## src/rtl/ram_access_scheduler_pkg.sv

```systemverilog
// ram_access_scheduler_pkg
// Shared definitions for the RAM access scheduler and its port multiplexer.
// Holds the default RAM geometry (also used by the IO side) and the job
// phase encoding, which is visible externally on the Phase output.
package ram_access_scheduler_pkg;

    localparam int ADDRESS_WIDTH_DEFAULT = 13;
    localparam int DATA_WIDTH_DEFAULT    = 64;

    // Job phases. The numeric values are architectural: they appear on Phase.
    // TURN_LS and TURN_SS are the dead turnaround cycles between RAM owners.
    typedef enum logic [2:0] {
        IDLE    = 3'd0,
        LOAD    = 3'd1,
        TURN_LS = 3'd2,
        SOLVE   = 3'd3,
        TURN_SS = 3'd4,
        SEND    = 3'd5,
        DONE    = 3'd6
    } state_t;

endpackage

```

## src/rtl/ram_access_scheduler_ram_port_mux.sv

```systemverilog
// ram_port_mux
// Purely combinational selector that hands the shared RAM ports (one write,
// two read) to whichever requester owns them in the current phase.
// Ports:
//   i_state                      registered job phase
//   i_io_*                       loader write port and sender read addresses
//   i_solver_*                   solver write port and read addresses
//   o_ram_*                      muxed RAM write port and read addresses
module ram_port_mux
    import ram_access_scheduler_pkg::*;
#(
    parameter int ADDRESS_WIDTH = ADDRESS_WIDTH_DEFAULT,
    parameter int DATA_WIDTH    = DATA_WIDTH_DEFAULT
) (
    input  state_t                   i_state,
    input  logic                     i_io_wr_en,
    input  logic [ADDRESS_WIDTH-1:0] i_io_addr_wr,
    input  logic [DATA_WIDTH-1:0]    i_io_data_wr,
    input  logic [ADDRESS_WIDTH-1:0] i_io_addr_rd_a,
    input  logic [ADDRESS_WIDTH-1:0] i_io_addr_rd_b,
    input  logic                     i_solver_wr_en,
    input  logic [ADDRESS_WIDTH-1:0] i_solver_addr_wr,
    input  logic [DATA_WIDTH-1:0]    i_solver_data_wr,
    input  logic [ADDRESS_WIDTH-1:0] i_solver_addr_rd_a,
    input  logic [ADDRESS_WIDTH-1:0] i_solver_addr_rd_b,
    output logic                     o_ram_wr_en,
    output logic [ADDRESS_WIDTH-1:0] o_ram_addr_wr,
    output logic [DATA_WIDTH-1:0]    o_ram_data_wr,
    output logic [ADDRESS_WIDTH-1:0] o_ram_addr_rd_a,
    output logic [ADDRESS_WIDTH-1:0] o_ram_addr_rd_b
);

    // Everything defaults to zero so that a non-owner's write enable can never
    // reach the RAM; turnaround, idle and done phases drive an all-zero bus.
    always_comb begin
        o_ram_wr_en     = 1'b0;
        o_ram_addr_wr   = '0;
        o_ram_data_wr   = '0;
        o_ram_addr_rd_a = '0;
        o_ram_addr_rd_b = '0;
        case (i_state)
            LOAD: begin
                o_ram_wr_en   = i_io_wr_en;
                o_ram_addr_wr = i_io_addr_wr;
                o_ram_data_wr = i_io_data_wr;
            end
            SOLVE: begin
                o_ram_wr_en     = i_solver_wr_en;
                o_ram_addr_wr   = i_solver_addr_wr;
                o_ram_data_wr   = i_solver_data_wr;
                o_ram_addr_rd_a = i_solver_addr_rd_a;
                o_ram_addr_rd_b = i_solver_addr_rd_b;
            end
            SEND: begin
                o_ram_addr_rd_a = i_io_addr_rd_a;
                o_ram_addr_rd_b = i_io_addr_rd_b;
            end
            default: ;
        endcase
    end

endmodule

```

## src/rtl/ram_access_scheduler.sv

```systemverilog
// ram_access_scheduler
// Sequences one ODE job through load, solve and send, owns the shared RAM
// ports and raises the job-level handshakes.
// Ports:
//   CLK, RST                      clock (rising edge), async active-low reset
//   Load_Process                  job request level; dropping it aborts a job
//   Done_Loading/Solver_Done/
//   Done_Sending                  per-phase completion inputs
//   IO_*, Solver_*                requester-side RAM ports
//   RAM_*                         muxed RAM ports
//   Solver_Start                  one-cycle pulse during TURN_LS
//   Sending_Enable                high throughout SEND
//   Done_Processing               high throughout DONE
//   Timeout_Error                 sticky until the next job enters LOAD
//   Phase                         current phase encoding
module ram_access_scheduler
    import ram_access_scheduler_pkg::*;
#(
    parameter int ADDRESS_WIDTH  = ADDRESS_WIDTH_DEFAULT,
    parameter int DATA_WIDTH     = DATA_WIDTH_DEFAULT,
    parameter int TIMEOUT_CYCLES = 65535,
    parameter int CNT_WIDTH      = 16
) (
    input  logic                     CLK,
    input  logic                     RST,
    input  logic                     Load_Process,
    input  logic                     Done_Loading,
    input  logic                     Solver_Done,
    input  logic                     Done_Sending,
    input  logic                     IO_WR_Enable,
    input  logic [ADDRESS_WIDTH-1:0] IO_Address_WR,
    input  logic [DATA_WIDTH-1:0]    IO_Data_WR,
    input  logic [ADDRESS_WIDTH-1:0] IO_Address_RD_A,
    input  logic [ADDRESS_WIDTH-1:0] IO_Address_RD_B,
    input  logic                     Solver_WR_Enable,
    input  logic [ADDRESS_WIDTH-1:0] Solver_Address_WR,
    input  logic [DATA_WIDTH-1:0]    Solver_Data_WR,
    input  logic [ADDRESS_WIDTH-1:0] Solver_Address_RD_A,
    input  logic [ADDRESS_WIDTH-1:0] Solver_Address_RD_B,
    output logic                     RAM_WR_Enable,
    output logic [ADDRESS_WIDTH-1:0] RAM_Address_WR,
    output logic [DATA_WIDTH-1:0]    RAM_Data_WR,
    output logic [ADDRESS_WIDTH-1:0] RAM_Address_RD_A,
    output logic [ADDRESS_WIDTH-1:0] RAM_Address_RD_B,
    output logic                     Solver_Start,
    output logic                     Sending_Enable,
    output logic                     Done_Processing,
    output logic                     Timeout_Error,
    output logic [2:0]               Phase
);

    // Counter value seen during the last permitted cycle of an active phase.
    localparam logic [CNT_WIDTH-1:0] LAST_COUNT = CNT_WIDTH'(TIMEOUT_CYCLES - 1);

    state_t                 r_state;
    state_t                 w_nextState;
    logic [CNT_WIDTH-1:0]   r_count;
    logic                   r_timeoutError;
    logic                   w_active;
    logic                   w_phaseDone;
    logic                   w_timeout;

    // Phase register.
    always_ff @(posedge CLK or negedge RST) begin
        if (!RST) begin
            r_state <= IDLE;
        end else begin
            r_state <= w_nextState;
        end
    end

    // Next-phase logic. Abort has the last word so that dropping the job
    // request never raises an error, and a done input on the final permitted
    // cycle beats the timeout because the timeout only fires when done is low.
    always_comb begin
        w_nextState = r_state;
        w_active    = 1'b0;
        w_phaseDone = 1'b0;
        w_timeout   = 1'b0;
        case (r_state)
            IDLE:    if (Load_Process) w_nextState = LOAD;
            LOAD: begin
                w_active    = 1'b1;
                w_phaseDone = Done_Loading;
                if (Done_Loading) w_nextState = TURN_LS;
            end
            TURN_LS: w_nextState = SOLVE;
            SOLVE: begin
                w_active    = 1'b1;
                w_phaseDone = Solver_Done;
                if (Solver_Done) w_nextState = TURN_SS;
            end
            TURN_SS: w_nextState = SEND;
            SEND: begin
                w_active    = 1'b1;
                w_phaseDone = Done_Sending;
                if (Done_Sending) w_nextState = DONE;
            end
            DONE:    if (!Load_Process) w_nextState = IDLE;
            default: w_nextState = IDLE;
        endcase
        if (w_active && !w_phaseDone && (r_count == LAST_COUNT)) begin
            w_nextState = IDLE;
            w_timeout   = 1'b1;
        end
        if (!Load_Process && (r_state != IDLE) && (r_state != DONE)) begin
            w_nextState = IDLE;
            w_timeout   = 1'b0;
        end
    end

    // Cycles spent in the current phase; restarts on every phase change and
    // only advances while a requester is doing work.
    always_ff @(posedge CLK or negedge RST) begin
        if (!RST) begin
            r_count <= '0;
        end else if (w_nextState != r_state) begin
            r_count <= '0;
        end else if (w_active) begin
            r_count <= r_count + CNT_WIDTH'(1);
        end
    end

    // Sticky timeout flag, cleared only when a fresh job starts loading.
    always_ff @(posedge CLK or negedge RST) begin
        if (!RST) begin
            r_timeoutError <= 1'b0;
        end else if (w_timeout) begin
            r_timeoutError <= 1'b1;
        end else if ((r_state == IDLE) && (w_nextState == LOAD)) begin
            r_timeoutError <= 1'b0;
        end
    end

    ram_port_mux #(
        .ADDRESS_WIDTH (ADDRESS_WIDTH),
        .DATA_WIDTH    (DATA_WIDTH)
    ) u_ram_port_mux (
        .i_state            (r_state),
        .i_io_wr_en         (IO_WR_Enable),
        .i_io_addr_wr       (IO_Address_WR),
        .i_io_data_wr       (IO_Data_WR),
        .i_io_addr_rd_a     (IO_Address_RD_A),
        .i_io_addr_rd_b     (IO_Address_RD_B),
        .i_solver_wr_en     (Solver_WR_Enable),
        .i_solver_addr_wr   (Solver_Address_WR),
        .i_solver_data_wr   (Solver_Data_WR),
        .i_solver_addr_rd_a (Solver_Address_RD_A),
        .i_solver_addr_rd_b (Solver_Address_RD_B),
        .o_ram_wr_en        (RAM_WR_Enable),
        .o_ram_addr_wr      (RAM_Address_WR),
        .o_ram_data_wr      (RAM_Data_WR),
        .o_ram_addr_rd_a    (RAM_Address_RD_A),
        .o_ram_addr_rd_b    (RAM_Address_RD_B)
    );

    assign Solver_Start    = (r_state == TURN_LS);
    assign Sending_Enable  = (r_state == SEND);
    assign Done_Processing = (r_state == DONE);
    assign Timeout_Error   = r_timeoutError;
    assign Phase           = r_state;

endmodule

```

## config.mk

```make
export PLATFORM = sky130hd
export DESIGN_NAME = ram_access_scheduler
export DESIGN_NICKNAME = d
export VERILOG_FILES = /design/src/rtl/ram_access_scheduler_pkg.sv /design/src/rtl/ram_access_scheduler_ram_port_mux.sv /design/src/rtl/ram_access_scheduler.sv
export SDC_FILE = /design/constraint.sdc
export NUM_CORES = 1
export LEC_CHECK = 0
export CAP_MARGIN = 20
export CORE_AREA = 4 4 123 125
export DETAILED_ROUTE_END_ITERATION = 6
export DIE_AREA = 0 0 127 129
export HOLD_SLACK_MARGIN = 0.15
export SLEW_MARGIN = 30
export SYNTH_ARGS = -nofsm -noshare
export SYNTH_HDL_FRONTEND = slang
export SYNTH_HIERARCHICAL = 1
export SYNTH_SLANG_ARGS = --single-unit
export TNS_END_PERCENT = 1
```

## constraint.sdc

```tcl
create_clock -name CLK -period 2.8 [get_ports CLK]
set_input_delay 0.56 -clock CLK [delete_from_list [all_inputs] [get_ports CLK]]
set_output_delay 0.56 -clock CLK [all_outputs]
set_load 0.01 [all_outputs]
```

Word level (Yosys, flattened, before mapping)
Cells that the tools add are included.
- input port bits: 214
- output and inout port bits: 111
- word-level logic and storage cells: 47
- bits in registers: 20
- equality and inequality tests: 10
- reduce and logical (&&, ||, !) cells: 12
- muxes and demuxes: 21
- $add $sub $neg: 1
- operators with widths (operator ; number):
    $pmux 64 s2 ; 1
    $pmux 13 s2 ; 3
    $mux 16 ; 2
    $mux 3 ; 7
    $pmux 3 s7 ; 1
    $add 16x1->16 const B ; 1
    $eq 16x16->1 const B ; 1
    $eq 3x3->1 const B ; 3
    $eq 3x1->1 const B ; 2
    $eq 3x2->1 const B ; 2
    $logic_and 1x1->1 ; 5
    $mux 1 ; 5
    $reduce_bool 2->1 ; 2
    $logic_not 3->1 ; 1
    $ne 3x3->1 ; 1
    $ne 3x3->1 const B ; 1
    $pmux 1 s3 ; 1
    $reduce_bool 3->1 ; 1
    $reduce_or 3->1 ; 1
    $logic_not 1->1 ; 2
    $pmux 1 s2 ; 1

Depth between registers and ports, before layout
- word-level depth: 11
- depth in mapped cells: 9
- depth with buffers taken out: 7

Hierarchy
The synthesis kept the hierarchy.
- modules (own cells, without submodules) (module ; cells each ; area an instance (µm²) ; seq. area each (µm²) ; instances):
    ram_port_mux ; 267 ; 1806.7 ; 0.0 ; 1
    ram_access_scheduler ; 135 ; 1184.9 ; 500.5 ; 1

Least setup slack after synthesis
No wires, ideal clock.
- path kind: input to register
- start: input Load_Process
- end: register r_count[11]
- buffers on the path: 2
- data required time: 2729 ps
- arrival time: 1817 ps
- path slack: 912 ps
- stages: 7
- setup time: 71 ps
- cells stage by stage: o21ba_2 > o221a_1 > a31o_1 > or3b_1 > buf_2 > buf_6 > nor2_1
- word-level cells in the longest chain between the ends: 6
- elaborated cells on any way between the ends: 11
- classes of those cells: eq/ne (1); mux (6); reduce/logical (4)
- RTL lines (what ; line ; RTL):
    start: declaration ; ram_access_scheduler.sv:26 ; input logic Load_Process,
    $mux 3 (tied with other cells) ; ram_access_scheduler.sv:99 ; DONE: if (!Load_Process) w_nextState = IDLE;
    $pmux 3 s7 or $logic_and 1x1->1 (tied branches) ; ram_access_scheduler.sv:80, ram_access_scheduler.sv:106 ;
    $mux 3 or $logic_and 1x1->1 (tied branches) ; ram_access_scheduler.sv:102, ram_access_scheduler.sv:106 ;
    $mux 3 * ; ram_access_scheduler.sv:106 ; if (!Load_Process && (r_state != IDLE) && (r_state != DONE)) begin
    $ne 3x3->1 * ; ram_access_scheduler.sv:117 ; end else if (w_nextState != r_state) begin
    $mux 16 or $reduce_bool 2->1 (tied branches) ; - ;
    end signal: assignment ; ram_access_scheduler.sv:120 ; r_count <= r_count + CNT_WIDTH'(1);
    end: declaration ; ram_access_scheduler.sv:57 ; logic [CNT_WIDTH-1:0] r_count;
Mark *: on every way between the ends. The rest lies on a longest branch, timed or not.
A chain may end at the register's enable or synchronous reset.

Worst setup path after layout
- start: register r_state[1] (netlist: Phase[1])
- end: output RAM_Address_RD_B[12]
- word-level cells in the longest chain between the ends: 2
- elaborated cells on any way between the ends: 3
- classes of those cells: eq/ne (2); mux (1)
- RTL lines (what ; line ; RTL):
    start: declaration ; ram_access_scheduler.sv:55 ; state_t r_state;
    start signal: assignment ; ram_access_scheduler.sv:68 ; r_state <= w_nextState;
    $eq 3x3->1 or $eq 3x2->1 (tied branches) ; ram_access_scheduler_ram_port_mux.sv:41 ; case (i_state)
    $pmux 13 s2 * ; ram_access_scheduler_ram_port_mux.sv:41 ;
    end: declaration ; ram_access_scheduler.sv:44 ; output logic [ADDRESS_WIDTH-1:0] RAM_Address_RD_B,
Marks and branches as above.

==> summary.txt <==
Synth
  • Post-synth top flop: dfrtp_1
  • Post-Syn Area: 2990 sq um
  • Count of state elements after synthesis: 20
  • Sequential-to-total area share from yosys stat: 16.7%
  • Top post-synthesis cells by area: mux2i_1 (26%), dfrtp_1 (17%), nor2_1 (13%), o22ai_2 (8.4%), nand2_1 (7.7%)
  • Unique masters post-synth: 39
  • Yosys top cell by area: mux2i_1
  • YS warnings: 6
  • Syn nets: 618
  • Avg Cell Area, Syn: 7.44 sq um
  • Gate Count Post-Synth: 402
  • Yosys top cell area share: 26.1%
  • Asr flop ratio synth: 100%
  • Post-synth EDFFs: 0

Global route
  • Initial antenna violation count: 7
  • Vias in the first global route: 3993
  • First-pass GRT wire length: 23.4 mm
  • All-Layer GR Usage: 18.1%
  • Largest net degree at the start of global routing: 79
  • Total gr overflow: 0

Die
  • I/O pin total: 325
  • Placement row count: 43
  • Die Outline Area: 16400 sq um
  • Die height: 129 microns
  • DIE WIDTH: 127 microns
  • CORE AREA: 13900 sq um
  • Starting Density: 21.6%

CTS
  • Clock Latency Late Sink: 250 ps
  • Root Driver: clkbuf_16
  • CTS Buffer Depth: 2
  • Post-CTS Setup Bufs: 0
  • CTS clk-pin slew, worst paths: 50 ps
  • Htree depth: 1
  • Num CTS Buffers: 3
  • Clock Sink Count: 20
  • CTS resizes: 0
  • CTS tree: built
  • CTS Hold Buffers Added: 0

Placed design
  • Final HPWL from detailed placement: 13.8 mm
  • Final RePlAce weighted congestion: 0.947
  • Placement Setup Slack: 335 ps
  • Placed cells: 884
  • Port buffer count: 324

Worst setup path
  • Crit Path Class: reg2out
  • Crit-path cells: nand2b_1, buf_4, o22ai_1, clkdlybuf4s50_1
  • Critical Path RT: 2240 ps
  • R2r setup slk: 740 ps
  • Critical Path End Type: output port
  • CP Data Arrival Time: 2060 ps
  • Worst R2R Start: Phase[1]
  • Worst reg2reg path depth: 6
  • Worst r2r dst: r_count[14]
  • Worst-path fanout max: 26
  • Worst-path cell with the longest stage delay: clkdlybuf4s50_1
  • Startpoint types: register
  • Max stage delay on crit path: 580 ps

Drt
  • Post-route ant nets: 0
  • Drt total wl: 16.3 mm
  • Post-route DRC violation count: 0
  • DRT iter0 DRCs: 180
  • Routed len/inst: 18.4 microns
  • Vias: 3994
  • First-pass iteration count of the detailed router: 4
  • Routed vias/inst: 4.50

Hold path
  • Hold crit path type: reg2reg
  • Endpoint, Worst Hold: Timeout_Error
  • Hold wc startpoint: Timeout_Error
  • Worst hold stages: 1

Pwr
  • Switching share of power: 43.0%
  • Clock power share: 8.9%
  • Worst vdd ir: 0.000516 V
  • Sequential share of power: 9.5%
  • P_sw: 0.00187 W
  • Leakage: 2.44 nW
  • Cell Pwr Density: 672 nW/um^2
  • P_int: 0.00248 W
  • Combinational fraction of design power: 81.6%

Timing
  • Final hold vios: 0
  • Fmax: 382 MHz
  • Slew @ Worst Pin: 411 ps
  • Final Setup Violations: 0
  • Slew Viols, Final: 0
  • RSZ-0062 raised after global routing: no
  • Slew headroom: 72.2%
  • WHS: 549 ps
  • Final Cycle Share: 93.6%
  • Final WS setup: 180 ps
  • Clk_skew: 4.47 ps
  • Period minus WS final: 2620 ps
  • Final TNS setup: 0 ps

Job
  • Max Cap Viol: 0

Final layout
  • Synthesis-to-finish area growth: 116%
  • Fin cells: 888
  • Ratio of cells with drive above 1 in the final layout: 6.36%
  • Most common cell after layout, fill and taps aside: clkdlybuf4s50_1
  • Final nets: 925
  • Ant. Diodes: 0
  • Most frequent cells in the layout: clkdlybuf4s50_1 (324), nor2_1 (104), mux2i_1 (78), nand2_1 (61), o22ai_2 (20)

Status
  • Outcome: finished, final reports clean
==> synthesized netlist by cell type (2+ instances only) <==
cell type,count
a21oi_1,6
and3_1,3
buf_2,10
buf_4,9
buf_6,9
buf_8,2
clkbuf_1,6
dfrtp_1,20
ha_1,2
inv_1,6
mux2i_1,78
nand2_1,61
nand2b_1,6
nand3_1,7
nand4_1,2
nor2_1,104
nor3_1,6
nor4_1,4
o21ai_0,4
o22ai_1,6
o22ai_2,20
xnor2_1,12
xor2_1,3
==> state kept, by name, summed over array words and instances (netlist names) <==
| register | cells |
|---|---|
| r_count | 16 |
| Timeout_Error | 1 |
| Phase | 3 |
==> per-layer routing <==
metal,vias to the layer above,routed length (microns),GRT usage [%]
li1,1975,-,-
met1,1812,6110,21.0
met2,162,8350,32.3
met3,31,1560,7.10
met4,14,228,2.59
met5,-,79,0
==> logic make-up (layout without fill, tap and decap cells) <==
| kind of cell | after synthesis | after routing | share of synthesized area [%] |
|---|---|---|---|
| adders and majority gates | 2 | 2 | 0.836 |
| DFF | 20 | 20 | 16.7 |
| muxes | 79 | 79 | 26.5 |
| AOI/OAI and AO/OA | 44 | 44 | 13.8 |
| and+or+nand+nor | 200 | 200 | 28.0 |
| buffers and inverters | 42 | 348 | 9.83 |
| xor gates and xnor gates | 15 | 15 | 4.39 |
==> worst max-delay path, delay by kind of cell, from the launching register on <==
| kind | cells | cell delay [ps] |
|---|---|---|
| AOI/OAI and AO/OA | 1 | 220 |
| buffers and inverters | 2 | 830 |
| DFF | 1 | 570 |
| and+or+nand+nor | 1 | 170 |
==> layout make-up <==
type | count | area (sq um)
Multi-Input combinational cell | 340 | 2200
Sequential cell | 20 | 505
Clock inverter | 1 | 30.0
Tap cell | 180 | 225
Clock buffer | 3 | 75.1
Timing Repair Buffer | 338 | 3410
Inverter | 6 | 22.5
Fill cell | 1370 | 7410
==> power groups by stage <==
stage               logic, W  registers [W]  clock network (W)
finish               0.00355       0.000414           0.000387
CTS                  0.00358       0.000414           0.000395
global placement     0.00354       0.000419                  0
floorplan            0.00200       0.000360                  0
detailed placement   0.00357       0.000419                  0
global route         0.00381       0.000426           0.000407
==> worst max-delay path by stage <==
stage                     slack, ps              endpoint  cells after the start                     from
after floorplan                 910           r_count[11]                      7             Load_Process
after global placement          390  RAM_Address_RD_B[12]                      4  Solver_Address_RD_B[12]
after detailed placement        330           r_count[14]                      8             Load_Process
after CTS                       170       RAM_Data_WR[24]                      5                 Phase[1]
after global routing            100       RAM_Data_WR[21]                      5                 Phase[1]
final                           180  RAM_Address_RD_B[12]                      4                 Phase[1]
==> through the flow <==
step	cell area [sq um]	power [W]	util, %
2_1_floorplan	2990	0.00236	-
3_3_place_gp	6360	0.00396	45.8
3_5_place_dp	6360	0.00399	45.8
4_1_cts	6470	0.00439	46.6
5_1_grt	6470	0.00464	46.6
6_report	6470	0.00435	46.6
(Power assumes the default switching activity.)
